### src/rtl/dma_pkg.sv
// dma_pkg: shared types and constants for the DMA read scheduler.
// Words are 4 bytes, so address bits [1:0] must be zero on a legal range.
package dma_pkg;

    // Scheduler FSM states; also visible on the top's dbg_state port.
    typedef enum logic [2:0] {
        IDLE   = 3'd0,
        LAUNCH = 3'd1,
        RUN    = 3'd2,
        DONE   = 3'd3,
        ERR    = 3'd4
    } state_e;

    localparam int WORD_BYTES     = 4;
    localparam int ADDR_LSB       = 2;
    localparam int BEAT_W         = 31;
    localparam int DEFAULT_ADDR_W = 32;

endpackage

### src/rtl/dma_rr_arbiter.sv
// dma_rr_arbiter: combinational round-robin pick over NUM_CH requesters.
// The caller owns the priority pointer; this block only scans from it.
module dma_rr_arbiter #(
    parameter int NUM_CH = 4
) (
    input  logic [NUM_CH-1:0]         req_i,
    input  logic [$clog2(NUM_CH)-1:0] ptr_i,
    output logic [NUM_CH-1:0]         grant_o,
    output logic [$clog2(NUM_CH)-1:0] idx_o,
    output logic                      valid_o
);

    localparam int IDX_W = $clog2(NUM_CH);
    localparam int CW    = IDX_W + 1;
    localparam logic [CW-1:0] WRAP = CW'(NUM_CH);

    logic [CW-1:0] cand;
    logic          found;

    // Scan channels starting at ptr, wrapping at NUM_CH; first requester wins.
    always_comb begin
        grant_o = '0;
        idx_o   = '0;
        found   = 1'b0;
        cand    = '0;
        for (int i = 0; i < NUM_CH; i++) begin
            cand = {1'b0, ptr_i} + CW'(i);
            if (cand >= WRAP) begin
                cand = cand - WRAP;
            end
            if (!found && req_i[cand[IDX_W-1:0]]) begin
                found                     = 1'b1;
                grant_o[cand[IDX_W-1:0]]  = 1'b1;
                idx_o                     = cand[IDX_W-1:0];
            end
        end
    end

    assign valid_o = found;

endmodule

### src/rtl/dma_read_scheduler.sv
// dma_read_scheduler: round-robin front end and sequencer for the DMA read
// engine. Picks a requesting channel, checks its word-aligned address range,
// pulses rd_start, then counts rd_data_valid beats until the range is read.
// Optional: define DMA_SCHED_TIMEOUT_EN to abort a transfer that sees
// TIMEOUT_CYC consecutive cycles without a beat while running.
//
// Engine handshake: rd_start is a single-cycle pulse with rd_start_addr /
// rd_end_addr valid in the same cycle and held until the next launch; the
// engine answers with one rd_data_valid strobe per word and has no
// backpressure, so every strobe seen in RUN is one word delivered.
module dma_read_scheduler
    import dma_pkg::*;
#(
    parameter int NUM_CH      = 4,
    parameter int ADDR_W      = DEFAULT_ADDR_W,
    parameter int TIMEOUT_CYC = 1024
) (
    input  logic                     clk,
    input  logic                     rst_n,
    input  logic [NUM_CH-1:0]        ch_req,
    input  logic [NUM_CH*ADDR_W-1:0] ch_start_addr,
    input  logic [NUM_CH*ADDR_W-1:0] ch_end_addr,
    output logic [NUM_CH-1:0]        ch_grant,
    output logic [NUM_CH-1:0]        ch_done,
    output logic [NUM_CH-1:0]        ch_err,
    output logic                     busy,
    output logic                     rd_start,
    output logic [ADDR_W-1:0]        rd_start_addr,
    output logic [ADDR_W-1:0]        rd_end_addr,
    input  logic                     rd_data_valid,
    output state_e                   dbg_state
);

    localparam int IDX_W = $clog2(NUM_CH);

    // Elaboration-time parameter sanity.
    if (NUM_CH < 2 || NUM_CH > 8) begin : g_bad_num_ch
        $error("dma_read_scheduler: NUM_CH must be 2..8");
    end
    if (TIMEOUT_CYC < 1) begin : g_bad_timeout
        $error("dma_read_scheduler: TIMEOUT_CYC must be at least 1");
    end

    state_e                  state_q;
    logic [IDX_W-1:0]        ptr_q;
    logic [IDX_W-1:0]        ch_q;
    logic [BEAT_W-1:0]       beats_q;
    logic [BEAT_W-1:0]       beat_cnt_q;
    logic [NUM_CH-1:0]       ch_grant_q;
    logic [NUM_CH-1:0]       ch_done_q;
    logic [NUM_CH-1:0]       ch_err_q;
    logic                    rd_start_q;
    logic [ADDR_W-1:0]       rd_start_addr_q;
    logic [ADDR_W-1:0]       rd_end_addr_q;

`ifdef DMA_SCHED_TIMEOUT_EN
    localparam int TO_W = $clog2(TIMEOUT_CYC + 1);
    logic [TO_W-1:0]         idle_cnt_q;
    logic [TO_W-1:0]         idle_cnt_d;
`endif

    logic [NUM_CH-1:0]       arb_grant;
    logic [IDX_W-1:0]        arb_idx;
    logic                    arb_valid;

    logic [ADDR_W-1:0]       sel_start_d;
    logic [ADDR_W-1:0]       sel_end_d;
    logic [BEAT_W-1:0]       beats_d;
    logic                    range_bad_d;
    logic [BEAT_W-1:0]       beat_cnt_d;
    logic [IDX_W-1:0]        ptr_d;
    logic [NUM_CH-1:0]       ch_oh;

    dma_rr_arbiter #(
        .NUM_CH (NUM_CH)
    ) u_arb (
        .req_i   (ch_req),
        .ptr_i   (ptr_q),
        .grant_o (arb_grant),
        .idx_o   (arb_idx),
        .valid_o (arb_valid)
    );

    // Address range of the arbitration winner, its word count and legality.
    always_comb begin
        sel_start_d = ch_start_addr[arb_idx*ADDR_W +: ADDR_W];
        sel_end_d   = ch_end_addr[arb_idx*ADDR_W +: ADDR_W];
        beats_d     = BEAT_W'((sel_end_d - sel_start_d) >> ADDR_LSB) + BEAT_W'(1);
        range_bad_d = (sel_start_d[ADDR_LSB-1:0] != '0) ||
                      (sel_end_d[ADDR_LSB-1:0] != '0) ||
                      (sel_end_d < sel_start_d);
    end

    // Beat count after this cycle's strobe, next pointer and one-hot channel.
    always_comb begin
        beat_cnt_d = beat_cnt_q + BEAT_W'(1);
        ptr_d      = (ch_q == IDX_W'(NUM_CH - 1)) ? '0 : ch_q + IDX_W'(1);
        ch_oh      = '0;
        ch_oh[ch_q] = 1'b1;
    end

`ifdef DMA_SCHED_TIMEOUT_EN
    // Consecutive beat-less cycles including the current one.
    always_comb begin
        idle_cnt_d = idle_cnt_q + TO_W'(1);
    end
`endif

    // Scheduler FSM with registered pulse outputs and latched transfer data.
    always_ff @(posedge clk or negedge rst_n) begin
        if (!rst_n) begin
            state_q         <= IDLE;
            ptr_q           <= '0;
            ch_q            <= '0;
            beats_q         <= '0;
            beat_cnt_q      <= '0;
            ch_grant_q      <= '0;
            ch_done_q       <= '0;
            ch_err_q        <= '0;
            rd_start_q      <= 1'b0;
            rd_start_addr_q <= '0;
            rd_end_addr_q   <= '0;
`ifdef DMA_SCHED_TIMEOUT_EN
            idle_cnt_q      <= '0;
`endif
        end else begin
            ch_grant_q <= '0;
            ch_done_q  <= '0;
            ch_err_q   <= '0;
            rd_start_q <= 1'b0;
            case (state_q)
                IDLE: begin
                    if (arb_valid) begin
                        ch_q    <= arb_idx;
                        beats_q <= beats_d;
                        if (range_bad_d) begin
                            ch_err_q <= arb_grant;
                            state_q  <= ERR;
                        end else begin
                            ch_grant_q      <= arb_grant;
                            rd_start_q      <= 1'b1;
                            rd_start_addr_q <= sel_start_d;
                            rd_end_addr_q   <= sel_end_d;
                            state_q         <= LAUNCH;
                        end
                    end
                end
                LAUNCH: begin
                    // A strobe coinciding with rd_start is not counted.
                    beat_cnt_q <= '0;
`ifdef DMA_SCHED_TIMEOUT_EN
                    idle_cnt_q <= '0;
`endif
                    state_q    <= RUN;
                end
                RUN: begin
                    if (rd_data_valid) begin
                        beat_cnt_q <= beat_cnt_d;
`ifdef DMA_SCHED_TIMEOUT_EN
                        idle_cnt_q <= '0;
`endif
                        if (beat_cnt_d == beats_q) begin
                            ch_done_q <= ch_oh;
                            state_q   <= DONE;
                        end
                    end
`ifdef DMA_SCHED_TIMEOUT_EN
                    else if (idle_cnt_d == TO_W'(TIMEOUT_CYC)) begin
                        ch_err_q <= ch_oh;
                        state_q  <= ERR;
                    end else begin
                        idle_cnt_q <= idle_cnt_d;
                    end
`endif
                end
                DONE: begin
                    ptr_q   <= ptr_d;
                    state_q <= IDLE;
                end
                ERR: begin
                    ptr_q   <= ptr_d;
                    state_q <= IDLE;
                end
                default: begin
                    state_q <= IDLE;
                end
            endcase
        end
    end

    assign ch_grant      = ch_grant_q;
    assign ch_done       = ch_done_q;
    assign ch_err        = ch_err_q;
    assign rd_start      = rd_start_q;
    assign rd_start_addr = rd_start_addr_q;
    assign rd_end_addr   = rd_end_addr_q;
    assign busy          = (state_q != IDLE);
    assign dbg_state     = state_q;

endmodule

### config.mk
export PLATFORM = sky130hd
export DESIGN_NAME = dma_read_scheduler
export DESIGN_NICKNAME = d
export VERILOG_FILES = /design/src/rtl/dma_pkg.sv /design/src/rtl/dma_rr_arbiter.sv /design/src/rtl/dma_read_scheduler.sv
export SDC_FILE = /design/constraint.sdc
export NUM_CORES = 1
export LEC_CHECK = 0
export ABC_AREA = 1
export BUFFER_PORTS_ARGS = -buffer_cell sky130_fd_sc_hd__buf_2
export CELL_PAD_IN_SITES_DETAIL_PLACEMENT = 1
export CELL_PAD_IN_SITES_GLOBAL_PLACEMENT = 1
export CORE_MARGIN = 1
export CORE_UTILIZATION = 37
export CTS_CLUSTER_SIZE = 30
export DETAILED_ROUTE_END_ITERATION = 12
export PLACE_DENSITY = 0.79
export SLEW_MARGIN = 25
export SYNTH_ARGS = -nofsm -noshare
export SYNTH_HDL_FRONTEND = slang
export SYNTH_SLANG_ARGS = --single-unit
### constraint.sdc
create_clock -name clk -period 5.9 [get_ports clk]
set_input_delay 1.18 -clock clk [delete_from_list [all_inputs] [get_ports clk]]
set_output_delay 1.18 -clock clk [all_outputs]
set_load 0.01 [all_outputs]
**Yosys cells after proc, flatten, opt, wreduce, memory -nomap -nowiden**

Cells that the tools add are included.

- Memory bits (writable): 0
- ROM bits: 0
- Bits in latches: 0
- Output and inout port bits: 81
- Memories kept: 0
- Register bits after elaboration: 146
- Input bits: 263
- Word-level logic and storage cells: 129

- $mul: 0
- Div/mod/pow operators: 0
- Muxes and demuxes: 54
- Bitwise operators: 4
- Add/sub/neg operators: 11
- Shifts and indexed selects: 2
- Eq/ne operators: 9
- $lt $le $gt $ge: 15
- Reductions and logical operators: 23

Operators with widths:

| operator | number |
|---|---|
| 128-bit by 8-bit variable part select with 32-bit output | 2 |
| 31-bit one-hot mux with 2 select lines | 1 |
| 4-bit 2-to-1 mux | 13 |
| 32-bit < comparator | 1 |
| 32-bit subtractor | 1 |
| 30-bit by 1-bit adder with 31-bit output, second input constant | 1 |
| 31-bit by 1-bit adder with 31-bit output, second input constant | 1 |
| 31-bit == test | 1 |
| 31-bit 2-to-1 mux | 1 |
| 2-bit 2-to-1 mux | 9 |
| 1-bit 2-to-1 mux | 16 |
| 2-bit by 3-bit < comparator with 1-bit output, second input constant | 5 |
| 3-bit 2-to-1 mux | 4 |
| 4-bit OR | 3 |
| 1-bit demux with 2-bit select | 5 |
| 2-bit by 1-bit >= comparator with 1-bit output, second input constant | 5 |
| 3-bit >= comparator, second input constant | 3 |
| 3-bit one-hot mux with 3 select lines | 1 |
| 1-bit binary-select mux with 2-bit select | 4 |
| 1-bit logical AND | 8 |
| 2-bit by 1-bit subtractor with 2-bit output, second input constant | 4 |
| 2-bit by 2-bit adder with 3-bit output, second input constant | 2 |
| 3-bit by 2-bit == test with 1-bit output, second input constant | 2 |
| 2-bit != test, second input constant | 3 |
| 15 further kinds | 22 |

**Logic depth before layout (Yosys ltp)**

- Word-level depth: 21
- Depth in mapped cells: 37
- Gate-level depth less buffers: 34

**Hierarchy**

Synthesis repeated with hierarchy kept, for this count alone.

- Cells, all modules: 1886
- Area total of the unflattened synthesis: 12172.9 um2

By module, submodules not included:

| module | cells an instance | seq. area each (um2) | times used | area each (um2) |
|---|---|---|---|---|
| dma_read_scheduler | 1812 | 3653.5 | 1 | 11732.5 |
| dma_rr_arbiter | 74 | 0.0 | 1 | 440.4 |

**Worst setup path before layout**

Ideal clock, no wire load.

- Kind: input-to-reg
- Start: in ch_req[3]
- End: reg beats_q[22]
- Arrival: 5315 ps
- Data required time: 5783 ps
- Path slack: 467 ps
- Buffers on the path: 4
- Stages on the path: 30
- Path through: inv_1 nand2_1 nand3_1 nand2_2 nor2_4 nand2_2 nor2_4 nand2_1 nand2_4 buf_6 clkbuf_1 clkbuf_1 buf_1 a32oi_1 ha_1 a21oi_1 o21ai_0 a21o_1 xor2_1 nand3_1 nor2_1 nand3_2 inv_1 nand2_1 nor2_1 nand2_1 nor2_2 nand2_1 nand3_1 nand2_1

- Cells in the longest elaborated chain, start to end: 15
- Elaborated cells between the ends (all ways): 27

Ends and longest elaborated chain:

| what | RTL line | RTL |
|---|---|---|
| start: declaration | dma_read_scheduler.sv:20 | `input logic [NUM_CH-1:0] ch_req,` |
| 1-bit binary-select mux with 2-bit select | dma_rr_arbiter.sv:31 | `if (!found && req_i[cand[IDX_W-1:0]]) begin` |
| 1-bit 2-to-1 mux (not written as such) | dma_rr_arbiter.sv:31 |  |
| 1-bit 2-to-1 mux | dma_rr_arbiter.sv:31 |  |
| 1-bit zero test | dma_rr_arbiter.sv:31 |  |
| 1-bit logical AND | dma_rr_arbiter.sv:31 |  |
| 1-bit 2-to-1 mux | dma_rr_arbiter.sv:31 |  |
| 1-bit zero test | dma_rr_arbiter.sv:31 |  |
| 1-bit logical AND | dma_rr_arbiter.sv:31 |  |
| 1-bit 2-to-1 mux | dma_rr_arbiter.sv:31 |  |
| 1-bit zero test | dma_rr_arbiter.sv:31 |  |
| 1-bit logical AND | dma_rr_arbiter.sv:31 |  |
| 2-bit 2-to-1 mux * | dma_rr_arbiter.sv:31 |  |
| 128-bit by 8-bit variable part select with 32-bit output * | dma_read_scheduler.sv:87 | `sel_end_d = ch_end_addr[arb_idx*ADDR_W +: ADDR_W];` |
| named net sel_end_d[2] | dma_read_scheduler.sv:67 | `logic [ADDR_W-1:0] sel_end_d;` |
| 32-bit subtractor * | dma_read_scheduler.sv:88 | `beats_d = BEAT_W'((sel_end_d - sel_start_d) >> ADDR_LSB) + BEAT_W'(1);` |
| 30-bit by 1-bit adder with 31-bit output * | dma_read_scheduler.sv:88 |  |
| end signal: assignment | dma_read_scheduler.sv:135 | `beats_q <= beats_d;` |
| end: declaration | dma_read_scheduler.sv:47 | `logic [BEAT_W-1:0] beats_q;` |

The timed path passes the listed nets; every way through them passes the cells marked *. The select of a mux whose other input is x is not followed.
A chain may end at the register's enable or synchronous reset.

**Final worst setup path**

- Start: reg ptr_q[0]
- End: reg beats_q[22]

- Cells in the longest elaborated chain, start to end: 17
- Elaborated cells between the ends (all ways): 42

Ends and longest elaborated chain:

| what | RTL line | RTL |
|---|---|---|
| start: declaration | dma_read_scheduler.sv:45 | `logic [IDX_W-1:0] ptr_q;` |
| start signal: assignment | dma_read_scheduler.sv:177 | `ptr_q <= ptr_d;` |
| start signal: assignment | dma_read_scheduler.sv:181 | `ptr_q <= ptr_d;` |
| parallel branches: the longest is 13 deep, another holds 2-bit by 1-bit adder with 3-bit output | n/a |  |
| 2-bit 2-to-1 mux * | dma_rr_arbiter.sv:31 |  |
| 128-bit by 8-bit variable part select with 32-bit output * | dma_read_scheduler.sv:87 |  |
| named net sel_end_d[2] | dma_read_scheduler.sv:67 |  |
| 32-bit subtractor * | dma_read_scheduler.sv:88 |  |
| 30-bit by 1-bit adder with 31-bit output * | dma_read_scheduler.sv:88 |  |

Mark *: on every way through the listed nets, which the timed path passes. The select of a mux whose other input is x is not followed.

==> summary.md <==
| Metric | Value |
|---|---|
| Status | `finished, final reports clean` |
| Slack of the critical path | `0.3797 ns` |
| Largest net degree at the start of global routing | `108` |
| Yosys top cell area share | `0.2950` |
| Slew headroom | `0.3657` |
| Placer Congestion | `0.9286` |
| Cell Rows | `between 60 and 70` |
| DP Worst Slack | `0.07038 ns` |
| Wirelength per Cell | `19.10 um` |
| Slowest CP cell | `dfrtp_2` |
| CP Class | `register to register` |
| First-pass GRT wire length | `80.21 mm` |
| CTS buffer count | `17` |
| Crit path arrival time | `a little under 6 ns` |
| Setup Buffers After CTS | `0` |
| Max clock buf depth | `2` |
| CP Launch Type | `register` |
| Synthesized area | `0.01238 mm2` |
| Max-Cap Viols | `0` |
| Worst path required time | `6.22 ns` |
| Clock Sinks | `146` |
| Post-synthesis sequential area ratio | `0.2950` |
| Internal reg-to-reg setup slack | `0.38 ns` |
| Die width | `185.0 um` |
| Main flop type after synthesis | `dfrtp_1` |
| Io pins | `344` |
| Post-synth top area cell | `dfrtp_1` |
| Setup Skew | `0.01139 ns` |
| # H-tree levels | `4` |
| Tot GR Track Use | `0.3046` |
| Vias per cell | `5.349` |
| Die area | `0.03421 mm2` |
| Placed cell count | `2,673` |
| WHS | `0.4686 ns` |
| CP Max Fanout | `25` |
| DRC violations left | `0` |
| Fmax | `around 180 MHz` |
| Syn-to-layout area delta | `22.59%` |
| Slew Viols, Final | `0` |
| Minimum clock period | `5.520 ns` |
| Layout Cells excl Fill | `2,713` |
| R2R depth | `28` |
| Synthesized flop and latch total | `146` |
| Post-synth ARST share | `1.000` |
| Synth area leaders | `dfrtp_1 (30%), nand2_1 (22%), inv_1 (6.0%), nand3_1 (5.5%), ha_1 (3.9%)` |
| Setup TNS | `0 ns` |
| Routed Antenna Nets | `0` |
| DP Wirelength | `41.83 mm` |
| TritonCTS clock tree | `yes` |
| Final setup viols | `0` |
| CTS root buf | `clkbuf_16` |
| Crit path depth | `28` |
| Hold WC Path Type | `register to register` |
| Synth top cells by count | `nand2_1 (741), inv_1 (199), dfrtp_1 (146), nand3_1 (135), nor2_1 (117)` |
| CP top delay family | `simple AND/OR/NAND/NOR gates` |
| Mapped Cells | `1,939` |
| Worst slew pin tran | `0.9491 ns` |
| Worst Path Buf+Inv | `5` |
| Fin. Hold Viols | `0` |
| Worst skew pair latency | `~0.45 ns` |
| DR vias | `14,510` |
| CP endpoint kind | `register` |
| Most used cell, CP | `nand2_1` |
| RSZ-0062 raised after global routing | `no` |
| Hold path depth | `2` |
| Final Cycle Share | `0.9356` |
| NumNets Final | `2,553` |
| 1st-iter DRT viols | `663` |
| Die Height | `around 180 um` |
| Port bufs | `343` |
| DRT Pass-1 Iters | `5` |
| Most common cell in the netlist | `nand2_1` |
| Vias in the first global route | `15,050` |
| Clock-pin transition on the worst setup and hold timing paths | `about 0.07 ns` |
| CP max stage delay | `0.50 ns` |
| Syn Nets | `roughly 2,200` |
| Core area | `between 0.03 and 0.04 mm2` |
| Post-synthesis cell type count | `48` |
| Ys Warns | `0` |
| Mapped Avg Cell Area | `6.387 um2` |
| Global route total overflow | `0` |
| Initial antenna violation count | `8` |
| Share of layout cells above drive strength 1 | `0.2054` |
| Starting Density | `0.3787` |
| Post-synth EDFFs | `0` |
| Final wirelength | `51.82 mm` |
-- cell type report --
| cell class | count | area (um2) |
|---|---|---|
| sequential | 146 | 3655 |
| antenna | 7 | 17.52 |
| clock buffer | 18 | 429.2 |
| fill | 4522 | 17520 |
| inverter | 208 | 783.3 |
| clock inverter | 14 | 141.4 |
| timing repair buffer | 365 | 2016 |
| tap | 442 | 553.0 |
| multi-input combinational | 1513 | 7587 |
-- tightest hold or removal path: cells and delay by family, from the launching register on --
kind,cells,cell delay [ns]
AND/OR/NAND/NOR,2,0.10
flip-flops,1,0.34
-- layer usage --
layer | up-vias | global-route usage | part of all wire
li1 | 7010 | - | -
met1 | 7001 | 0.3560 | 0.41
met2 | 391 | 0.5450 | 0.50
met3 | 107 | 0.04601 | 0.042
met4 | 2 | 0.1402 | 0.044
met5 | - | 0 | 0.00025
-- kinds of logic after synthesis --
kind of cell | after synthesis | share of synthesized area
AND/OR/NAND/NOR | 1148 | 0.3985
buffers and inverters | 280 | 0.09426
AO/OA/AOI/OAI | 276 | 0.1375
flip-flops | 146 | 0.2950
XOR/XNOR | 50 | 0.03536
adder cells (fa/ha/maj) | 39 | 0.03940
-- timing repair --
action / CTS / global route
setup endpoints to repair: 0 / 44
hold buffers: 0 / 0
resized for setup: 0 / 7
-- sequential cells by signal, indices dropped and copies added, names as in the netlist --
register,cells
ch_done,4
rd_end_addr,32
ch_q,2
dbg_state,3
ptr_q,2
beat_cnt_q,31
beats_q,31
rd_start,1
ch_grant,4
rd_start_addr,32
ch_err,4
-- through the flow --
step / instance area [um2] / utilization
global placement: 14540 / 0.4447
global route: 15180 / 0.4642
detailed placement: 14540 / 0.4447
CTS: 15110 / 0.4621
finish: 15180 / 0.4643
floorplan: 12380 / -
-- cell usage in the layout, fill, tap and decap left out, types with 27 or more instances in the layout --
cell type / count
nand2_1: 741
buf_2: 342
inv_1: 198
dfrtp_1: 145
nand3_1: 135
nor2_1: 117
a21oi_1: 91
nand4_1: 65
o21ai_0: 50
xor2_1: 39
ha_1: 37
o21ai_1: 35
o22ai_1: 27
-- path summary, 6_finish.rpt --
kind	start	to
setup / recovery	ptr_q[0]$_DFFE_PN0P_	beats_q[22]$_DFFE_PN0P_
hold / removal	rd_end_addr[21]$_DFFE_PN0P_	rd_end_addr[21]$_DFFE_PN0P_
setup reg to reg	ptr_q[0]$_DFFE_PN0P_	beats_q[22]$_DFFE_PN0P_
hold reg to reg	rd_end_addr[21]$_DFFE_PN0P_	rd_end_addr[21]$_DFFE_PN0P_
max in group asynchronous	rst_n	rd_start_addr[15]$_DFFE_PN0P_
min in group asynchronous	rst_n	ch_grant[0]$_DFF_PN0_
Power is left out: the tool's default activity adds up to more than one toggle a clock period on the data nets, which glitch-free logic cannot reach.
